--- src/rtl/fpnew_issue_rob_if.sv ---
// Bundles the core-side request/response port and the FPU-side issue/writeback
// port of fpnew_issue_rob.
interface fpnew_issue_rob_if #(
    parameter int unsigned Width   = 64,
    parameter int unsigned TagW    = 2,
    parameter type         ReqType = logic
);
    logic            flush_i;
    ReqType          req_i;
    logic            req_valid_i;
    logic            req_ready_o;
    ReqType          fpu_req_o;
    logic [TagW-1:0] fpu_tag_o;
    logic            fpu_in_valid_o;
    logic            fpu_in_ready_i;
    logic            fpu_flush_o;
    logic [Width-1:0] fpu_result_i;
    logic [4:0]      fpu_status_i;
    logic [TagW-1:0] fpu_tag_i;
    logic            fpu_out_valid_i;
    logic            fpu_out_ready_o;
    logic            fpu_busy_i;
    logic [Width-1:0] rsp_result_o;
    logic [4:0]      rsp_status_o;
    logic            rsp_valid_o;
    logic            rsp_ready_i;
    logic            spurious_o;
    logic            busy_o;

    // Environment side: core dispatch port plus the FPU instance.
    modport master (
        output flush_i, req_i, req_valid_i, fpu_in_ready_i,
        output fpu_result_i, fpu_status_i, fpu_tag_i, fpu_out_valid_i, fpu_busy_i,
        output rsp_ready_i,
        input  req_ready_o, fpu_req_o, fpu_tag_o, fpu_in_valid_o, fpu_flush_o,
        input  fpu_out_ready_o, rsp_result_o, rsp_status_o, rsp_valid_o,
        input  spurious_o, busy_o
    );

    // Reorder-buffer side.
    modport slave (
        input  flush_i, req_i, req_valid_i, fpu_in_ready_i,
        input  fpu_result_i, fpu_status_i, fpu_tag_i, fpu_out_valid_i, fpu_busy_i,
        input  rsp_ready_i,
        output req_ready_o, fpu_req_o, fpu_tag_o, fpu_in_valid_o, fpu_flush_o,
        output fpu_out_ready_o, rsp_result_o, rsp_status_o, rsp_valid_o,
        output spurious_o, busy_o
    );
endinterface

--- src/rtl/fpnew_issue_rob.sv ---
// Tags FP requests on issue and returns out-of-order FPU results to the core
// in issue order through a small reorder buffer.
module fpnew_issue_rob #(
    parameter int unsigned Width   = 64,
    parameter int unsigned NumTags = 4,
    parameter type         ReqType = logic
) (
    input logic             clk_i,
    input logic             rst_ni,
    fpnew_issue_rob_if.slave bus
);
    localparam int unsigned TagW = (NumTags > 1) ? $clog2(NumTags) : 1;
    localparam int unsigned CntW = TagW + 1;

    logic [TagW-1:0]  alloc_ptr;
    logic [TagW-1:0]  retire_ptr;
    logic [CntW-1:0]  count;
    logic [NumTags-1:0] pending;
    logic [NumTags-1:0] done;
    logic [Width-1:0] result_q [NumTags];
    logic [4:0]       status_q [NumTags];
    logic             spurious_q;

    logic full;
    logic issue_fire;
    logic wb_valid;
    logic wb_hit;
    logic retire_fire;

    // Full is taken from the registered count: no same-cycle retire bypass.
    assign full        = (count == CntW'(NumTags));
    assign wb_valid    = bus.fpu_out_valid_i & ~bus.flush_i;
    assign wb_hit      = wb_valid & pending[bus.fpu_tag_i] & ~done[bus.fpu_tag_i];
    assign retire_fire = done[retire_ptr] & bus.rsp_ready_i & ~bus.flush_i;
    assign issue_fire  = bus.fpu_in_valid_o & bus.fpu_in_ready_i;

    assign bus.fpu_in_valid_o  = bus.req_valid_i & ~full & ~bus.flush_i;
    assign bus.req_ready_o     = issue_fire;
    assign bus.fpu_req_o       = bus.req_i;
    assign bus.fpu_tag_o       = alloc_ptr;
    assign bus.fpu_flush_o     = bus.flush_i;
    assign bus.fpu_out_ready_o = 1'b1;

    assign bus.rsp_valid_o  = done[retire_ptr];
    assign bus.rsp_result_o = result_q[retire_ptr];
    assign bus.rsp_status_o = status_q[retire_ptr];
    assign bus.spurious_o   = spurious_q;
    assign bus.busy_o       = (count != '0) | bus.fpu_busy_i;

    // Pointers, occupancy and the drop pulse.
    always_ff @(posedge clk_i or negedge rst_ni) begin
        if (!rst_ni) begin
            alloc_ptr  <= '0;
            retire_ptr <= '0;
            count      <= '0;
            spurious_q <= 1'b0;
        end else if (bus.flush_i) begin
            alloc_ptr  <= '0;
            retire_ptr <= '0;
            count      <= '0;
            spurious_q <= 1'b0;
        end else begin
            if (issue_fire)  alloc_ptr  <= alloc_ptr + TagW'(1);
            if (retire_fire) retire_ptr <= retire_ptr + TagW'(1);
            count      <= count + CntW'(issue_fire) - CntW'(retire_fire);
            spurious_q <= wb_valid & ~wb_hit;
        end
    end

    // Entry flags; issue, writeback and retire never target the same live slot.
    always_ff @(posedge clk_i or negedge rst_ni) begin
        if (!rst_ni) begin
            pending <= '0;
            done    <= '0;
        end else if (bus.flush_i) begin
            pending <= '0;
            done    <= '0;
        end else begin
            if (retire_fire) begin
                pending[retire_ptr] <= 1'b0;
                done[retire_ptr]    <= 1'b0;
            end
            if (wb_hit) done[bus.fpu_tag_i] <= 1'b1;
            if (issue_fire) begin
                pending[alloc_ptr] <= 1'b1;
                done[alloc_ptr]    <= 1'b0;
            end
        end
    end

    // Result storage, written only by an accepted writeback.
    always_ff @(posedge clk_i or negedge rst_ni) begin
        if (!rst_ni) begin
            for (int i = 0; i < int'(NumTags); i++) begin
                result_q[i] <= '0;
                status_q[i] <= '0;
            end
        end else if (wb_hit) begin
            result_q[bus.fpu_tag_i] <= bus.fpu_result_i;
            status_q[bus.fpu_tag_i] <= bus.fpu_status_i;
        end
    end
endmodule

--- src/flat_wrapper.sv ---
// flat-port wrapper written by rule: the top's interface ports become plain ports
module fpnew_issue_rob_flat 
#(
    parameter int unsigned Width   = 64,
    parameter int unsigned NumTags = 4,
    parameter type         ReqType = logic
)
  (clk_i, rst_ni, bus_flush_i, bus_req_i, bus_req_valid_i, bus_fpu_in_ready_i, bus_fpu_result_i, bus_fpu_status_i, bus_fpu_tag_i, bus_fpu_out_valid_i, bus_fpu_busy_i, bus_rsp_ready_i, bus_req_ready_o, bus_fpu_req_o, bus_fpu_tag_o, bus_fpu_in_valid_o, bus_fpu_flush_o, bus_fpu_out_ready_o, bus_rsp_result_o, bus_rsp_status_o, bus_rsp_valid_o, bus_spurious_o, bus_busy_o);
  fpnew_issue_rob_if #(.Width(Width), .TagW(2), .ReqType(ReqType)) bus_i ();
  input logic clk_i;
  input logic rst_ni;
  input wire logic [$bits(bus_i.flush_i)-1:0] bus_flush_i;
  input wire logic [$bits(bus_i.req_i)-1:0] bus_req_i;
  input wire logic [$bits(bus_i.req_valid_i)-1:0] bus_req_valid_i;
  input wire logic [$bits(bus_i.fpu_in_ready_i)-1:0] bus_fpu_in_ready_i;
  input wire logic [$bits(bus_i.fpu_result_i)-1:0] bus_fpu_result_i;
  input wire logic [$bits(bus_i.fpu_status_i)-1:0] bus_fpu_status_i;
  input wire logic [$bits(bus_i.fpu_tag_i)-1:0] bus_fpu_tag_i;
  input wire logic [$bits(bus_i.fpu_out_valid_i)-1:0] bus_fpu_out_valid_i;
  input wire logic [$bits(bus_i.fpu_busy_i)-1:0] bus_fpu_busy_i;
  input wire logic [$bits(bus_i.rsp_ready_i)-1:0] bus_rsp_ready_i;
  output wire logic [$bits(bus_i.req_ready_o)-1:0] bus_req_ready_o;
  output wire logic [$bits(bus_i.fpu_req_o)-1:0] bus_fpu_req_o;
  output wire logic [$bits(bus_i.fpu_tag_o)-1:0] bus_fpu_tag_o;
  output wire logic [$bits(bus_i.fpu_in_valid_o)-1:0] bus_fpu_in_valid_o;
  output wire logic [$bits(bus_i.fpu_flush_o)-1:0] bus_fpu_flush_o;
  output wire logic [$bits(bus_i.fpu_out_ready_o)-1:0] bus_fpu_out_ready_o;
  output wire logic [$bits(bus_i.rsp_result_o)-1:0] bus_rsp_result_o;
  output wire logic [$bits(bus_i.rsp_status_o)-1:0] bus_rsp_status_o;
  output wire logic [$bits(bus_i.rsp_valid_o)-1:0] bus_rsp_valid_o;
  output wire logic [$bits(bus_i.spurious_o)-1:0] bus_spurious_o;
  output wire logic [$bits(bus_i.busy_o)-1:0] bus_busy_o;
  assign bus_i.flush_i = bus_flush_i;
  assign bus_i.req_i = bus_req_i;
  assign bus_i.req_valid_i = bus_req_valid_i;
  assign bus_i.fpu_in_ready_i = bus_fpu_in_ready_i;
  assign bus_i.fpu_result_i = bus_fpu_result_i;
  assign bus_i.fpu_status_i = bus_fpu_status_i;
  assign bus_i.fpu_tag_i = bus_fpu_tag_i;
  assign bus_i.fpu_out_valid_i = bus_fpu_out_valid_i;
  assign bus_i.fpu_busy_i = bus_fpu_busy_i;
  assign bus_i.rsp_ready_i = bus_rsp_ready_i;
  assign bus_req_ready_o = bus_i.req_ready_o;
  assign bus_fpu_req_o = bus_i.fpu_req_o;
  assign bus_fpu_tag_o = bus_i.fpu_tag_o;
  assign bus_fpu_in_valid_o = bus_i.fpu_in_valid_o;
  assign bus_fpu_flush_o = bus_i.fpu_flush_o;
  assign bus_fpu_out_ready_o = bus_i.fpu_out_ready_o;
  assign bus_rsp_result_o = bus_i.rsp_result_o;
  assign bus_rsp_status_o = bus_i.rsp_status_o;
  assign bus_rsp_valid_o = bus_i.rsp_valid_o;
  assign bus_spurious_o = bus_i.spurious_o;
  assign bus_busy_o = bus_i.busy_o;
  fpnew_issue_rob #(.Width(Width), .NumTags(NumTags), .ReqType(ReqType)) u_core (.clk_i(clk_i), .rst_ni(rst_ni), .bus(bus_i));
endmodule
--- config.mk ---
export PLATFORM = sky130hd
export DESIGN_NAME = fpnew_issue_rob_flat
export DESIGN_NICKNAME = d
export VERILOG_FILES = /design/src/rtl/fpnew_issue_rob_if.sv /design/src/rtl/fpnew_issue_rob.sv /design/src/flat_wrapper.sv
export SDC_FILE = /design/constraint.sdc
export NUM_CORES = 1
export LEC_CHECK = 0
export CELL_PAD_IN_SITES_DETAIL_PLACEMENT = 1
export CELL_PAD_IN_SITES_GLOBAL_PLACEMENT = 1
export CORE_ASPECT_RATIO = 0.6
export CORE_MARGIN = 5
export CORE_UTILIZATION = 53
export CTS_BUF_LIST = sky130_fd_sc_hd__clkbuf_4
export CTS_CLUSTER_SIZE = 40
export DETAILED_ROUTE_END_ITERATION = 8
export MAX_ROUTING_LAYER = met4
export PLACE_DENSITY_LB_ADDON = 0.1
export SLEW_MARGIN = 5
export SYNTH_ARGS = -nofsm -noshare
export SYNTH_HDL_FRONTEND = slang
export SYNTH_SLANG_ARGS = --single-unit
export TNS_END_PERCENT = 20
--- constraint.sdc ---
create_clock -name clk_i -period 3.9 [get_ports clk_i]
set_clock_uncertainty 0.05 [all_clocks]
set_input_delay 0.39 -clock clk_i [delete_from_list [all_inputs] [get_ports clk_i]]
set_output_delay 0.39 -clock clk_i [all_outputs]
set_load 0.05 [all_outputs]
==> results.ini <==
[clocking]
cts_tree=done
cts_buffers=73
clock-sinks=292
cts-root-buf=clkbuf_4
clk_latency_ns=0.69
post_cts_buffers=0
path_clk_slew_ns=0.07
clock_path_buffers=3
htreeDepth=3

[sta]
setup_viol=0
grt_setup_unrepaired=no
final.setup.tns_ns=0
hold_viol_final=0
drv_slew=0
tightest_slew_ns=0.680
max_freq_mhz=282
slew_headroom=0.547
post-route-min-period_ns=3.55
fin_crit_sh=0.911

[setup_path]
cp-start-kind=flip-flop
worstSetupEndpointType=output port
cp_cell_sequence=buf_12, mux4_2, clkdlybuf4s50_1
path_buf_inv=2
cp.required_ns=3.46
cp_top_family=buffers and inverters
path_class=flip-flop to output port
arrival_ns=3.11
path_max_fanout=44
max_stage_delay_ns=0.73
crit_slowest_cell=clkdlybuf4s50_1

[synthesis]
synthFlopType=dfrtp_1
ys_warn_count=0
netlist_top_cells_count=292 x dfrtp_1, 257 x mux2_2, 71 x mux4_2
syn-cell-area_um2=12900
synth_seq_cells=292
syn_nets=861
yosysUniqueCellTypes=38
ys_seq_area_frac=0.565
synth_cells=770
synthArstFlopShare=1.00
synth_enable_flop_cells=0
syn_avg_cell_area_um2=16.8
yosys.area.top_type=dfrtp_1
synthTopCellsByArea=dfrtp_1 56%, mux2_2 22%, mux4_2 12%
synth_top_area_share=0.565
synth.most_common_cell=dfrtp_1

[route]
dr.pass1.iters=4
drtIter0Drc=349
drcViolationCount=0
post_drt_wl_per_cell_um=23.2
postRouteAntennaNets=0
vias=7549
routed_wl_um=30700
viasPerCell=5.71

[grt]
grt_util_all_layers=0.242
grt_pass1_vias=9005
grt_pass1_wl_um=50400
grt_max_degree=123
grt-ovfl-total=0
antenna_found_initial=3

[die]
dieHeight_um=131
start_util=0.537
core_area_um2=24100
rows=44
die_width_um=212
dieArea_um2=27700
io_pins=159

[layout]
regArea_um2=7310
multi_input_area_um2=5270
finalNetCount=1052
drive_gt1_frac=0.463
postLayoutCellArea_um2=15600
area_growth_pct=20.5
fillCellCount=2180

[place]
portBuffers=155
dp_hpwl_um=19900
placedInstanceArea_um2=14800
gp_congestion=0.748

[power]
fin_total_pwr_mw=6.74
p_leak_nw=7.41
p_per_area_nw_per_um2=433
vdd_drop_max_v=0.000273

[hold_path]
min-delay-path-class=primary input to asynchronous set/reset pin

[job]
drv_cap=0

[status]
status=complete, no violations

[flip-flops by register name (all words and copies together), names as in the netlist]
name,flops
u_core.bus.spurious_o,1
u_core.result_q,256
u_core.count,3
u_core.retire_ptr,2
u_core.done,4
u_core.pending,4
u_core.status_q,20
u_core.bus.fpu_tag_o,2
[layer usage]
metal  vias to the layer above  global-route usage  wire [um]
li1                       3283                   -          -
met1                      4050               0.304      13200
met2                       171               0.386      15100
met3                        45              0.0725       1910
met4                         0              0.0734        500
met5                         -                   -          0
[cells in the final DEF, fill, tap and decap left out, drive strengths merged, types with 3 or more instances in the layout]
cell	Yosys	routed
buf	43	14
diode	0	3
clkinv	0	5
ha	10	10
and2	3	3
nor2b	6	6
mux2	277	277
nor2	3	3
inv	12	13
clkdlybuf4s50	0	154
and3	4	4
a21oi	6	6
mux4	71	71
dfrtp	292	292
a21bo	4	4
nand4	4	4
clkbuf	10	106
[area by class of cell]
class                   instances  area share
multi-input cells             413       0.338
repair buffers                169       0.112
inverters                      12     0.00289
flip-flops and latches        292       0.469
well taps                     322      0.0258
diodes                          3    0.000481
clock inverters                 6     0.00144
clock buffers                 106      0.0510
[worst reg2reg max path, cell delays in order (launching register included)]
cell and delay [ns]:
dfrtp_4 0.66, mux4_2 0.72, and3_1 0.25, ha_1 0.29, inv_1 0.06, ha_1 0.14, inv_1 0.05, fa_1 0.40
xnor2_1 0.19, nor2_1 0.06
[path summary, 6_finish.rpt]
check | slack, ns | start | end | depth (start not counted)
max | 0.35 | u_core.retire_ptr[0] | bus_rsp_result_o[15] | 3
min | 0.21 | rst_ni | u_core.count[1] | 2
max reg2reg | 0.93 | u_core.retire_ptr[0] | u_core.count[2] | 9
min reg2reg | 0.43 | u_core.result_q[56] | u_core.result_q[56] | 1
max in group asynchronous | 2.47 | rst_ni | u_core.status_q[15] | 3
min in group clk_i | 0.30 | bus_fpu_out_valid_i | u_core.bus.spurious_o | 2
[metrics by stage]
stage / hold slack [ns] / utilization / setup WS (ns) / std cells
global route: 0.197 / 0.647 / 0.147 / 1323
CTS: 0.164 / 0.646 / 0.200 / 1320
floorplan: 0.0444 / - / 1.13 / 770
detailed placement: 0.363 / 0.612 / 0.791 / 1207
finish: 0.212 / 0.647 / 0.348 / 1323
global placement: 0.345 / 0.612 / 0.898 / 1207
[where the power goes]
group	internal (mW)	switching, mW
sequential	3.19	0.0867
clock	1.22	1.17
combinational	0.455	0.613
[cells by family (layout without fill, tap and decap cells)]
logic type      count (synthesis)  after routing  share of synthesized area
simple gates                   30             30                     0.0148
other cells                     1              4                   0.000290
buf+inv                        65            293                     0.0295
fa+ha+maj                      11             11                     0.0112
flops                         292            292                      0.565
xor+xnor                        2              2                    0.00135
mux                           349            349                      0.365
compound gates                 20             20                     0.0130
[what timing repair did]
| action | in CTS | in global routing |
|---|---|---|
| endpoints found under the hold margin | 77 | 0 |
| resized for setup | 0 | 0 |
| setup endpoints to repair | 0 | 0 |
| hold buffers | 1 | 0 |
No activity file was read; power rests on OpenSTA's default activity.
